===== config.mk =====
export PLATFORM = sky130hd
export DESIGN_NAME = axi_read_scheduler
export DESIGN_NICKNAME = d
export VERILOG_FILES = /design/src/rtl/axi_read_scheduler.sv
export SDC_FILE = /design/constraint.sdc
export NUM_CORES = 1
export LEC_CHECK = 0
export CAP_MARGIN = 20
export CORE_MARGIN = 2
export CORE_UTILIZATION = 28
export CTS_CLUSTER_SIZE = 28
export DETAILED_ROUTE_END_ITERATION = 8
export SETUP_SLACK_MARGIN = 0.1
export SLEW_MARGIN = 20
export SYNTH_ARGS = -nofsm -noshare
export SYNTH_HDL_FRONTEND = slang
export SYNTH_SLANG_ARGS = --single-unit

===== constraint.sdc =====
create_clock -name clk -period 6 [get_ports clk]
set_input_delay 0.6 -clock clk [delete_from_list [all_inputs] [get_ports clk]]
set_output_delay 0.6 -clock clk [all_outputs]
set_load 0.02 [all_outputs]

===== src/rtl/axi_read_scheduler.sv =====
// axi_read_scheduler: single-outstanding AXI read arbiter for the core's
// read masters (icache, dcache, stream buffer) with aging-based promotion.
module axi_read_scheduler #(
    parameter int N_MASTERS    = 3,
    parameter int ADDR_WIDTH   = 32,
    parameter int DATA_WIDTH   = 32,
    parameter int STARVE_LIMIT = 8
) (
    input  logic                            clk,
    input  logic                            rst_n,
    input  logic [N_MASTERS-1:0]            m_arvalid,
    input  logic [N_MASTERS*ADDR_WIDTH-1:0] m_araddr,
    input  logic [N_MASTERS*4-1:0]          m_arlen,
    output logic [N_MASTERS-1:0]            m_arready,
    output logic [N_MASTERS-1:0]            m_rvalid,
    output logic                            m_rlast,
    output logic [DATA_WIDTH-1:0]           m_rdata,
    input  logic [N_MASTERS-1:0]            m_rready,
    output logic                            ARVALID,
    input  logic                            ARREADY,
    output logic [3:0]                      ARID,
    output logic [3:0]                      ARLEN,
    output logic [ADDR_WIDTH-1:0]           ARADDR,
    input  logic                            RVALID,
    output logic                            RREADY,
    input  logic                            RLAST,
    input  logic [3:0]                      RID,
    input  logic [DATA_WIDTH-1:0]           RDATA,
    output logic                            busy,
    output logic [1:0]                      owner,
    output logic                            err
);

    typedef enum logic [1:0] {
        S_IDLE,
        S_ADDR,
        S_DATA
    } state_t;

    state_t                  state_q;
    state_t                  state_d;
    logic [ADDR_WIDTH-1:0]   addr_q;
    logic [3:0]              len_q;
    logic [3:0]              owner_q;
    logic [3:0]              beat_q;
    logic                    err_q;
    logic [7:0]              age_q [N_MASTERS];

    logic                    starve_hit;
    logic [3:0]              win;
    logic [N_MASTERS-1:0]    win_oh;
    logic [ADDR_WIDTH-1:0]   sel_addr;
    logic [3:0]              sel_len;
    logic [N_MASTERS-1:0]    own_oh;
    logic                    own_rready;
    logic                    grant;
    logic                    ar_done;
    logic                    beat_acc;
    logic                    err_evt;
    logic [N_MASTERS-1:0]    accept_oh;

    // Winner: lowest-index starved master, else fixed order 1 > 0 > 2 > 3 ...
    always_comb begin
        starve_hit = 1'b0;
        win        = '0;
        for (int i = N_MASTERS - 1; i >= 0; i--) begin
            if (m_arvalid[i] && age_q[i] >= 8'(STARVE_LIMIT)) begin
                starve_hit = 1'b1;
                win        = 4'(i);
            end
        end
        if (!starve_hit) begin
            for (int i = N_MASTERS - 1; i >= 2; i--) begin
                if (m_arvalid[i]) win = 4'(i);
            end
            if (m_arvalid[0]) win = 4'd0;
            if (N_MASTERS > 1 && m_arvalid[1]) win = 4'd1;
        end
    end

    // One-hot decode of winner and owner, plus request-field mux
    always_comb begin
        win_oh     = '0;
        own_oh     = '0;
        sel_addr   = '0;
        sel_len    = '0;
        for (int i = 0; i < N_MASTERS; i++) begin
            if (win == 4'(i)) begin
                win_oh[i] = 1'b1;
                sel_addr  = m_araddr[i*ADDR_WIDTH +: ADDR_WIDTH];
                sel_len   = m_arlen[i*4 +: 4];
            end
            if (owner_q == 4'(i)) own_oh[i] = 1'b1;
        end
        own_rready = |(m_rready & own_oh);
    end

    // Next-state and channel steering
    always_comb begin
        state_d   = state_q;
        m_arready = '0;
        m_rvalid  = '0;
        m_rlast   = 1'b0;
        m_rdata   = '0;
        ARVALID   = 1'b0;
        ARADDR    = '0;
        ARLEN     = '0;
        ARID      = '0;
        RREADY    = 1'b0;
        grant     = 1'b0;
        ar_done   = 1'b0;
        beat_acc  = 1'b0;
        err_evt   = 1'b0;
        unique case (state_q)
            S_IDLE: begin
                if (RVALID) err_evt = 1'b1;
                if (|m_arvalid) begin
                    grant     = 1'b1;
                    m_arready = win_oh;
                    state_d   = S_ADDR;
                end
            end
            S_ADDR: begin
                ARVALID = 1'b1;
                ARADDR  = addr_q;
                ARLEN   = len_q;
                ARID    = owner_q;
                if (RVALID) err_evt = 1'b1;
                if (ARREADY) begin
                    ar_done = 1'b1;
                    state_d = S_DATA;
                end
            end
            S_DATA: begin
                m_rdata = RDATA;
                if (RVALID && RID != owner_q) begin
                    // Stray beat: consume it so the slave is not wedged
                    RREADY  = 1'b1;
                    err_evt = 1'b1;
                end else if (RVALID) begin
                    m_rvalid = own_oh;
                    m_rlast  = RLAST;
                    RREADY   = own_rready;
                    beat_acc = own_rready;
                end
                if (beat_acc) begin
                    if (RLAST) begin
                        state_d = S_IDLE;
                        if (beat_q != len_q) err_evt = 1'b1;
                    end else if (beat_q == len_q) begin
                        err_evt = 1'b1;
                    end
                end
            end
            default: state_d = S_IDLE;
        endcase
    end

    assign accept_oh = grant ? win_oh : '0;
    assign busy      = (state_q != S_IDLE);
    assign owner     = owner_q[1:0];
    assign err       = err_q;

    // State register
    always_ff @(posedge clk or negedge rst_n) begin
        if (!rst_n) state_q <= S_IDLE;
        else        state_q <= state_d;
    end

    // Latched request, beat counter and sticky error
    always_ff @(posedge clk or negedge rst_n) begin
        if (!rst_n) begin
            addr_q  <= '0;
            len_q   <= '0;
            owner_q <= '0;
            beat_q  <= '0;
            err_q   <= 1'b0;
        end else begin
            if (grant) begin
                addr_q  <= sel_addr;
                len_q   <= sel_len;
                owner_q <= win;
            end
            if (ar_done)       beat_q <= '0;
            else if (beat_acc) beat_q <= beat_q + 4'd1;
            if (err_evt) err_q <= 1'b1;
        end
    end

    // Per-master waiting age, saturating, cleared on accept or withdrawal
    always_ff @(posedge clk or negedge rst_n) begin
        if (!rst_n) begin
            for (int i = 0; i < N_MASTERS; i++) age_q[i] <= '0;
        end else begin
            for (int i = 0; i < N_MASTERS; i++) begin
                if (!m_arvalid[i] || accept_oh[i]) age_q[i] <= '0;
                else if (age_q[i] != 8'hff)        age_q[i] <= age_q[i] + 8'd1;
            end
        end
    end

endmodule


After elaboration in Yosys (flattened, before gate mapping) --
Cells that the tools add are included.
Word-level totals: output and inout bits 85, logic and storage cells 121, register bits after elaboration 71, input port bits 155
Operators by class: bitwise gates (word level) 1, eq/ne operators 16, reduce and logical (&&, ||, !) cells 22, $lt $le $gt $ge 3, muxes and demuxes 66, add/subtract/negate cells 4
Operators by type and width (count):
- 32-bit two-way mux | 5
- 8-bit two-way mux | 6
- 4-bit two-way mux | 11
- 1-bit two-way mux | 29
- 8-bit by 1-bit adder with 8-bit output (second input constant) | 3
- 8-bit by 4-bit greater-or-equal comparator with 1-bit output (second input constant) | 3
- 8-bit inequality test (second input constant) | 3
- 3-bit two-way mux | 6
- 2-bit two-way mux | 7
- 2-bit nonzero test | 5
- 4-bit by 1-bit equality test with 1-bit output (second input constant) | 2
- 4-bit by 2-bit equality test with 1-bit output (second input constant) | 2
- 4-bit logical NOT | 2
- 2-bit inequality test (second input constant) | 4
- 4-bit inequality test | 2
- 2-bit one-hot mux with 3 select lines | 1
- 3-bit OR reduction | 2
- 4-bit by 1-bit adder with 4-bit output (second input constant) | 1
- 4-bit equality test | 1
- 1-bit logical AND | 4
- 4-bit AND reduction | 1
- 3-bit bitwise AND | 1
- 1-bit logical NOT | 3
- 1-bit logical OR | 3
- 5 further kinds | 5

Depth between registers and ports, before layout --
Gate-level depths: netlist of run 1.
word-level depth 14, depth in mapped cells 7, gate-level depth less buffers 6

Worst setup path before layout of run 1 --
OpenSTA, ideal clock, no wires.
kind register -> output, start point reg age_q[22] in the netlist's numbering, end point out m_arready[1], buffers on the path 2, stages on the path, launching flop included 7, data arrival time 1860 ps, required time 5400 ps, slack 3540 ps, path through dfrtp_1 -> or4_4 -> o21ai_4 -> o211ai_2 -> buf_6 -> buf_12 -> nor2_1
Between the ends: cells in the longest elaborated chain, start to end 11, elaborated cells between the ends (all ways) 12, those cells by class order compare (1); eq/ne (1); mux (9); reduce/logical (1)
Ends and longest elaborated chain:
- from (decl) | RTL line 47 | logic [7:0] age_q [N_MASTERS];
- from (signal, indexed assignment) | RTL line 196 | if (!m_arvalid[i] || accept_oh[i]) age_q[i] <= '0;
- 8-bit by 4-bit greater-or-equal comparator with 1-bit output (*) | RTL line 67 | if (m_arvalid[i] && age_q[i] >= 8'(STARVE_LIMIT)) begin
- 1-bit logical AND (*) | RTL line 67
- 2-bit two-way mux | RTL line 67
- 4-bit two-way mux | RTL line 74 | if (m_arvalid[i]) win = 4'(i);
- 4-bit two-way mux | RTL line 76 | if (m_arvalid[0]) win = 4'd0;
- 4-bit two-way mux | RTL line 77 | if (N_MASTERS > 1 && m_arvalid[1]) win = 4'd1;
- 4-bit two-way mux (*) | RTL line 72 | if (!starve_hit) begin
- 4-bit by 1-bit equality test with 1-bit output (*) | RTL line 88 | if (win == 4'(i)) begin
- 1-bit two-way mux (*) | RTL line 88
- 3-bit two-way mux (*) | RTL line 117 | if (|m_arvalid) begin
- 3-bit two-way mux (*) | RTL line 114 | unique case (state_q)
- to (decl) | RTL line 14 | output logic [N_MASTERS-1:0] m_arready,
Mark *: on every way between the ends. The rest lies on a longest branch, timed or not.

Worst setup path in the final report of run 1 --
start point reg age_q[15] in the netlist's numbering, end point out m_arready[1]
Between the ends: cells in the longest elaborated chain, start to end 12, elaborated cells between the ends (all ways) 14, those cells by class order compare (1); eq/ne (1); mux (11); reduce/logical (1)
Ends and longest elaborated chain (RTL line):
- 8-bit by 4-bit greater-or-equal comparator with 1-bit output (*) | 67
- 1-bit logical AND (*) | 67
- 2-bit two-way mux (2 in series) | 67
- 4-bit two-way mux | 74
- 4-bit two-way mux | 76
- 4-bit two-way mux | 77
- 4-bit two-way mux (*) | 72
- 4-bit by 1-bit equality test with 1-bit output (*) | 88
- 1-bit two-way mux (*) | 88
- 3-bit two-way mux (*) | 117
- 3-bit two-way mux (*) | 114
Marked as above.

==> impl_metrics.json, run 1 <==
{
  "numPlacedInstances": 926,
  "internal_power_w": 0.00153,
  "final-seq-area_um2": 1730,
  "critPathKind": "register to output pin",
  "setup_violations": 0,
  "synth.yosys.warnings": 0,
  "highest_clock_rate_ghz": 0.285,
  "detailed_place_hpwl_um": 12900,
  "share_comb_of_total_power": 0.525,
  "cts.clk_slew.worst_paths_ns": 0.05,
  "vias_per_cell": 4.79,
  "syn2layout_area_growth_pct": 61.9,
  "final_core_utilization": 0.461,
  "layout_cell_share_with_drive_strength_beyond_1": 0.0690,
  "synth_most_common_cell": "sky130_fd_sc_hd__and2_1",
  "synthArstFlopShare": 1.00,
  "num_vias": 4507,
  "main_flop_type_after_synthesis": "sky130_fd_sc_hd__dfrtp_1",
  "gr-total-overflow": 0,
  "synth_edf_count": 0,
  "p_switching_w": 0.00101,
  "global_route.usage.total": 0.188,
  "synth_sequential_area_ratio": 0.384,
  "min_period_ns": 3.50,
  "timing.final.ws_setup_ns": 2.50,
  "design.die.area_um2": 17100,
  "grt_first_pass_wirelength_um": 24800,
  "root_buffer": "sky130_fd_sc_hd__clkbuf_16",
  "syn-cell-area_um2": 4490,
  "hold_violations": 0,
  "synth-seq-cells": 69,
  "postCtsResizedCells": 0,
  "grt_start_max_net_pins": 70,
  "status": "finished, final reports clean",
  "grt_pass1_vias": 4658,
  "clock-skew-final_ns": 0.00355,
  "crit_path_max_fanout": 37,
  "switching_share": 0.398,
  "hold_buffers": 0,
  "port_buffers": 237,
  "cts_tree": "yes",
  "pre_repair_dr_iteration_count": 4,
  "max_cap_viol_count": 0,
  "hold_class": "input port to async pin",
  "syn_avg_cell_area_um2": 9.00,
  "dieHeight_um": 131,
  "fin_total_pwr_w": 0.00254,
  "ys_types": 49,
  "cts_inserted_buffers": 9,
  "ios": 240,
  "ff2ff_setup_slack_ns": 3.18,
  "cts.repair_timing.setup_buffer_count": 0,
  "slew_viol_final": 0,
  "floorplan.core_area_um2": 15800,
  "numClockSinks": 69,
  "post-synth-top-area-fraction": 0.384,
  "drtAntennaViolNets": 0,
  "synth.top_cells.by_area": "sky130_fd_sc_hd__dfrtp_1, sky130_fd_sc_hd__and2_1, sky130_fd_sc_hd__mux2i_1",
  "finalWeightedCongestion": 0.866,
  "number_of_filler_cells_placed_in_the_layout": 1542,
  "finish.net_count": 883,
  "initial_utilization": 0.285,
  "worst-slew-pin-transition_ns": 1.03,
  "worst_path_max_delay_cell": "sky130_fd_sc_hd__clkdlybuf4s50_1",
  "clock_path_buffers": 2,
  "final_clock_period_utilization_by_the_worst_path": 0.584,
  "powerDensity_nw_per_um2": 350,
  "clock_latency_on_the_worst_skew_pair_ns": 0.32,
  "critical-path-top-cell-by-count": "sky130_fd_sc_hd__or3_1",
  "rsz0062_at_grt": "false",
  "post-place-ws_ns": 2.48,
  "worstSetupEndpointType": "output pin",
  "placementRows": 46,
  "sum_of_negative_setup_slack_ns": 0,
  "drt_first_iter_violations": 201,
  "power.share.clock": 0.197,
  "routed_wire_length_per_instance_um": 17.9,
  "timing.critical_path.from_type": "register",
  "synth_commonest_cells": "sky130_fd_sc_hd__and2_1, sky130_fd_sc_hd__dfrtp_1, sky130_fd_sc_hd__nand2_1",
  "cpPeakStageDelay_ns": 0.58,
  "max-vdd-ir-drop_mv": 0.138,
  "multi_input_area_um2": 2540,
  "worst_ep_required_time_ns": 5.40,
  "cts.htree.levels": 3,
  "cp.arrival_ns": 2.90,
  "post-synth-top-area-cell": "sky130_fd_sc_hd__dfrtp_1",
  "synthesis.instances": 499,
  "drcViolationCount": 0,
  "layout.cells.non_filler": 941,
  "seq_power_share": 0.279,
  "initial_antenna_violation_count": 0,
  "num_antenna_cells": 0,
  "timing.critical_path.cells": "or3_1 -> or3_1 -> o211ai_4 -> buf_4 -> nor2_1 -> clkdlybuf4s50_1",
  "leakage_nw": 3.01,
  "routed_wirelength_um": 16800,
  "timing.slew.headroom": 0.315,
  "dieWidth_um": 131
}
==> flip-flops by register name (all words and copies together), names as in the netlist <==
name / count
addr_q: 32
age_q: 24
beat_q: 4
len_q: 4
owner_q: 2
state_q: 2
err: 1
==> through the flow <==
step	hold slack, ns	area (µm²)
2_1_floorplan	0.304	4500
3_3_place_gp	0.462	6990
3_5_place_dp	0.468	6990
4_1_cts	0.449	7270
5_1_grt	0.481	7270
6_report	0.411	7270
==> path summary, 6_finish.rpt <==
path | from | endpoint | cells after the start
setup / recovery | age_q[15]$_DFFE_PN0P_ | m_arready[1] | 6
hold / removal | rst_n | age_q[9]$_DFFE_PN0P_ | 1
setup reg to reg | state_q[1]$_DFFE_PN0P_ | addr_q[28]$_DFFE_PN0P_ | 4
hold reg to reg | addr_q[27]$_DFFE_PN0P_ | addr_q[27]$_DFFE_PN0P_ | 2
max in group asynchronous | rst_n | addr_q[12]$_DFFE_PN0P_ | 1
min in group clk | addr_q[27]$_DFFE_PN0P_ | addr_q[27]$_DFFE_PN0P_ | 2
==> per-layer routing <==
layer,up-vias,GRT usage,wire (µm)
li1,2189,-,-
met1,2173,0.201,6200
met2,135,0.369,9170
met3,10,0.0476,1300
met4,0,0.0444,148
met5,-,0,0
==> critical path, delay by kind of cell, from the launching register on <==
| family | cells | cell delay (ns) |
|---|---|---|
| buf+inv | 2 | 1.06 |
| simple gates | 3 | 0.90 |
| flops | 1 | 0.42 |
| compound gates | 1 | 0.16 |
==> final cells by class <==
class | count | share of cell area
Clock inverter | 1 | 0.000688
Timing Repair Buffer | 243 | 0.332
Inverter | 11 | 0.00568
Sequential cell | 69 | 0.237
Multi-Input combinational cell | 387 | 0.349
Tap cell | 216 | 0.0372
Clock buffer | 14 | 0.0377
==> cells by family after synthesis <==
| kind of cell | synth area share |
|---|---|
| xor+xnor | 0.0331 |
| simple gates | 0.265 |
| fa+ha+maj | 0.0195 |
| mux | 0.0668 |
| other cells | 0.000835 |
| flops | 0.384 |
| buf+inv | 0.0551 |
| compound gates | 0.175 |
==> cell usage in the layout (no fill, tap or decap), types with 3 or more instances in the layout <==
cell / n
sky130_fd_sc_hd__inv_1: 11
sky130_fd_sc_hd__o21ai_1: 13
sky130_fd_sc_hd__nor3_1: 10
sky130_fd_sc_hd__a21oi_1: 10
sky130_fd_sc_hd__nand3_1: 42
sky130_fd_sc_hd__buf_4: 7
sky130_fd_sc_hd__nor2_1: 32
sky130_fd_sc_hd__clkbuf_16: 9
sky130_fd_sc_hd__nor3b_1: 3
sky130_fd_sc_hd__nor2b_1: 3
sky130_fd_sc_hd__o22ai_1: 10
sky130_fd_sc_hd__clkbuf_8: 3
sky130_fd_sc_hd__dfrtp_1: 69
sky130_fd_sc_hd__xor2_1: 10
sky130_fd_sc_hd__a31oi_1: 6
sky130_fd_sc_hd__ha_1: 7
sky130_fd_sc_hd__o21ai_0: 18
sky130_fd_sc_hd__a211oi_1: 6
sky130_fd_sc_hd__nand2_1: 45
sky130_fd_sc_hd__xnor2_1: 7
sky130_fd_sc_hd__o211ai_2: 19
sky130_fd_sc_hd__and3_1: 7
sky130_fd_sc_hd__mux2i_1: 30
sky130_fd_sc_hd__and2_1: 71
sky130_fd_sc_hd__a21o_1: 3
sky130_fd_sc_hd__o211ai_1: 7
sky130_fd_sc_hd__clkdlybuf4s50_1: 236
==> power by group through the flow <==
stage | registers (W) | logic (W) | clock network [W]
2_1_floorplan | 0.000687 | 0.000774 | 0
3_3_place_gp | 0.000711 | 0.00132 | 0
3_5_place_dp | 0.000717 | 0.00135 | 0
4_1_cts | 0.000711 | 0.00135 | 0.000513
5_1_grt | 0.000731 | 0.00144 | 0.000533
6_report | 0.000709 | 0.00133 | 0.000501
Note: power is estimated with default switching activity, not from simulation.
==> inputs of run 2 (changes only) <==
clock period = 3.31 ns   (was 6 ns; I/O delays follow)
==> impl_metrics.json, run 2 (synthesis results as in run 1) <==
{
  "finalWeightedCongestion": 0.879,
  "drcViolationCount": 0,
  "hold_class": "input port to async pin",
  "multi_input_area_um2": 2540,
  "layout_cell_share_with_drive_strength_beyond_1": 0.0730,
  "num_vias": 4547,
  "largest_reg_flops": 32,
  "highest_clock_rate_ghz": 0.340,
  "leakage_nw": 3.01,
  "hold_violations": 0,
  "syn2layout_area_growth_pct": 62.4,
  "ios": 240,
  "worst-slew-pin-transition_ns": 1.05,
  "grt_start_max_net_pins": 70,
  "final_core_utilization": 0.463,
  "clock_latency_on_the_worst_skew_pair_ns": 0.33,
  "cts.htree.levels": 3,
  "worst_ep_required_time_ns": 2.98,
  "cts_tree": "yes",
  "slew_viol_final": 0,
  "clock_path_buffers": 2,
  "timing.critical_path.from_type": "register",
  "powerDensity_nw_per_um2": 641,
  "status": "finished, final reports clean",
  "floorplan.core_area_um2": 15800,
  "setup_violations": 0,
  "numClockSinks": 69,
  "design.die.area_um2": 17100,
  "dieWidth_um": 131,
  "port_buffers": 237,
  "initial_utilization": 0.285,
  "clock-skew-final_ns": 0.00523,
  "cts.clk_slew.worst_paths_ns": 0.06,
  "crit_path_max_fanout": 7,
  "worstSetupEndpointType": "output pin",
  "final-seq-area_um2": 1730,
  "min_period_ns": 2.94,
  "dieHeight_um": 131,
  "cp.arrival_ns": 2.61,
  "number_of_filler_cells_placed_in_the_layout": 1534,
  "mostFrequentLayoutCell": "sky130_fd_sc_hd__clkdlybuf4s50_1",
  "drtAntennaViolNets": 0,
  "numPlacedInstances": 926,
  "hold_buffers": 0,
  "num_antenna_cells": 0,
  "layout.cells.non_filler": 942,
  "global_route.usage.total": 0.190,
  "largest-register": "addr_q",
  "cts.repair_timing.setup_buffer_count": 0,
  "pre_repair_dr_iteration_count": 6,
  "detailed_place_hpwl_um": 12800,
  "finish.net_count": 883,
  "critPathKind": "register to output pin",
  "placementRows": 46,
  "routed_wirelength_um": 16800,
  "timing.slew.headroom": 0.300,
  "cts_inserted_buffers": 9,
  "final_clock_period_utilization_by_the_worst_path": 0.889,
  "routed_wire_length_per_instance_um": 17.8,
  "rsz0062_at_grt": "false",
  "drt_first_iter_violations": 144,
  "sum_of_negative_setup_slack_ns": 0,
  "initial_antenna_violation_count": 0,
  "largest_regs": "addr_q x32, age_q x24",
  "gr-total-overflow": 0,
  "postCtsResizedCells": 0,
  "root_buffer": "sky130_fd_sc_hd__clkbuf_16",
  "grt_first_pass_wirelength_um": 24900,
  "vias_per_cell": 4.83,
  "layout_common_cells": "sky130_fd_sc_hd__clkdlybuf4s50_1, sky130_fd_sc_hd__and2_1, sky130_fd_sc_hd__dfrtp_1, sky130_fd_sc_hd__nand2_1, sky130_fd_sc_hd__nand3_1",
  "max_cap_viol_count": 0,
  "max-vdd-ir-drop_mv": 0.243,
  "grt_pass1_vias": 4589
}
[run 2: cell count changes in the layout (fill, tap and decap cells not counted)]
cell                         before  now
sky130_fd_sc_hd__bufinv_16        0    1
sky130_fd_sc_hd__clkbuf_1         2    0
sky130_fd_sc_hd__clkbuf_8         3    1
sky130_fd_sc_hd__clkinv_2         1    2
sky130_fd_sc_hd__clkinvlp_4       0    3
[run 2: final timing paths]
check	startpoint	endpoint	slack [ns]	cells after the start
setup / recovery	age_q[22]$_DFFE_PN0P_	m_arready[2]	0.37	5
hold / removal	rst_n	age_q[9]$_DFFE_PN0P_	0.12	1
setup reg to reg	age_q[22]$_DFFE_PN0P_	len_q[0]$_DFFE_PN0P_	0.73	6
hold reg to reg	addr_q[6]$_DFFE_PN0P_	addr_q[6]$_DFFE_PN0P_	0.48	2
max in group asynchronous	rst_n	age_q[5]$_DFFE_PN0P_	2.57	1
min in group clk	addr_q[6]$_DFFE_PN0P_	addr_q[6]$_DFFE_PN0P_	0.48	2
[run 2: critical path: stages (launching register included)]
cell                              delay [ns]
sky130_fd_sc_hd__dfrtp_1                0.44
sky130_fd_sc_hd__or4_4                  0.58
sky130_fd_sc_hd__o21ai_4                0.21
sky130_fd_sc_hd__nand4_1                0.21
sky130_fd_sc_hd__nor2_1                 0.19
sky130_fd_sc_hd__clkdlybuf4s50_1        0.66
[run 2: final cells by class]
class	instances	area share
well taps	216	0.0370
flip-flops and latches	69	0.237
multi-input cells	387	0.348
clock buffers	10	0.0328
repair buffers	243	0.331
clock inverters	6	0.00857
inverters	11	0.00566
[run 2: metal layers]
| layer | global-route usage | wire length [µm] | vias up |
|---|---|---|---|
| met1 | 0.215 | 6390 | 2173 |
| met5 | 0 | 0 | - |
| met3 | 0.0517 | 1440 | 32 |
| met4 | 0.0839 | 614 | 0 |
| met2 | 0.336 | 8320 | 161 |
| li1 | - | - | 2181 |
[run 2: stage by stage]
step                power (W)  instance area [µm²]  hold slack, ns  setup WS, ns
floorplan             0.00265                 4500          0.0354          1.12
global placement      0.00370                 6990           0.461         0.579
detailed placement    0.00375                 6990           0.469         0.471
CTS                   0.00473                 7300           0.179         0.345
global route          0.00498                 7300           0.207         0.201
finish                0.00467                 7300           0.117         0.366
[run 2: power breakdown]
group | leakage [nW] | switching (W) | total (W) | internal (W)
Sequential | 0.886 | 0.000178 | 0.00129 | 0.00111
Clock | 0.140 | 0.000364 | 0.000964 | 0.000601
Combinational | 1.98 | 0.00132 | 0.00242 | 0.00110
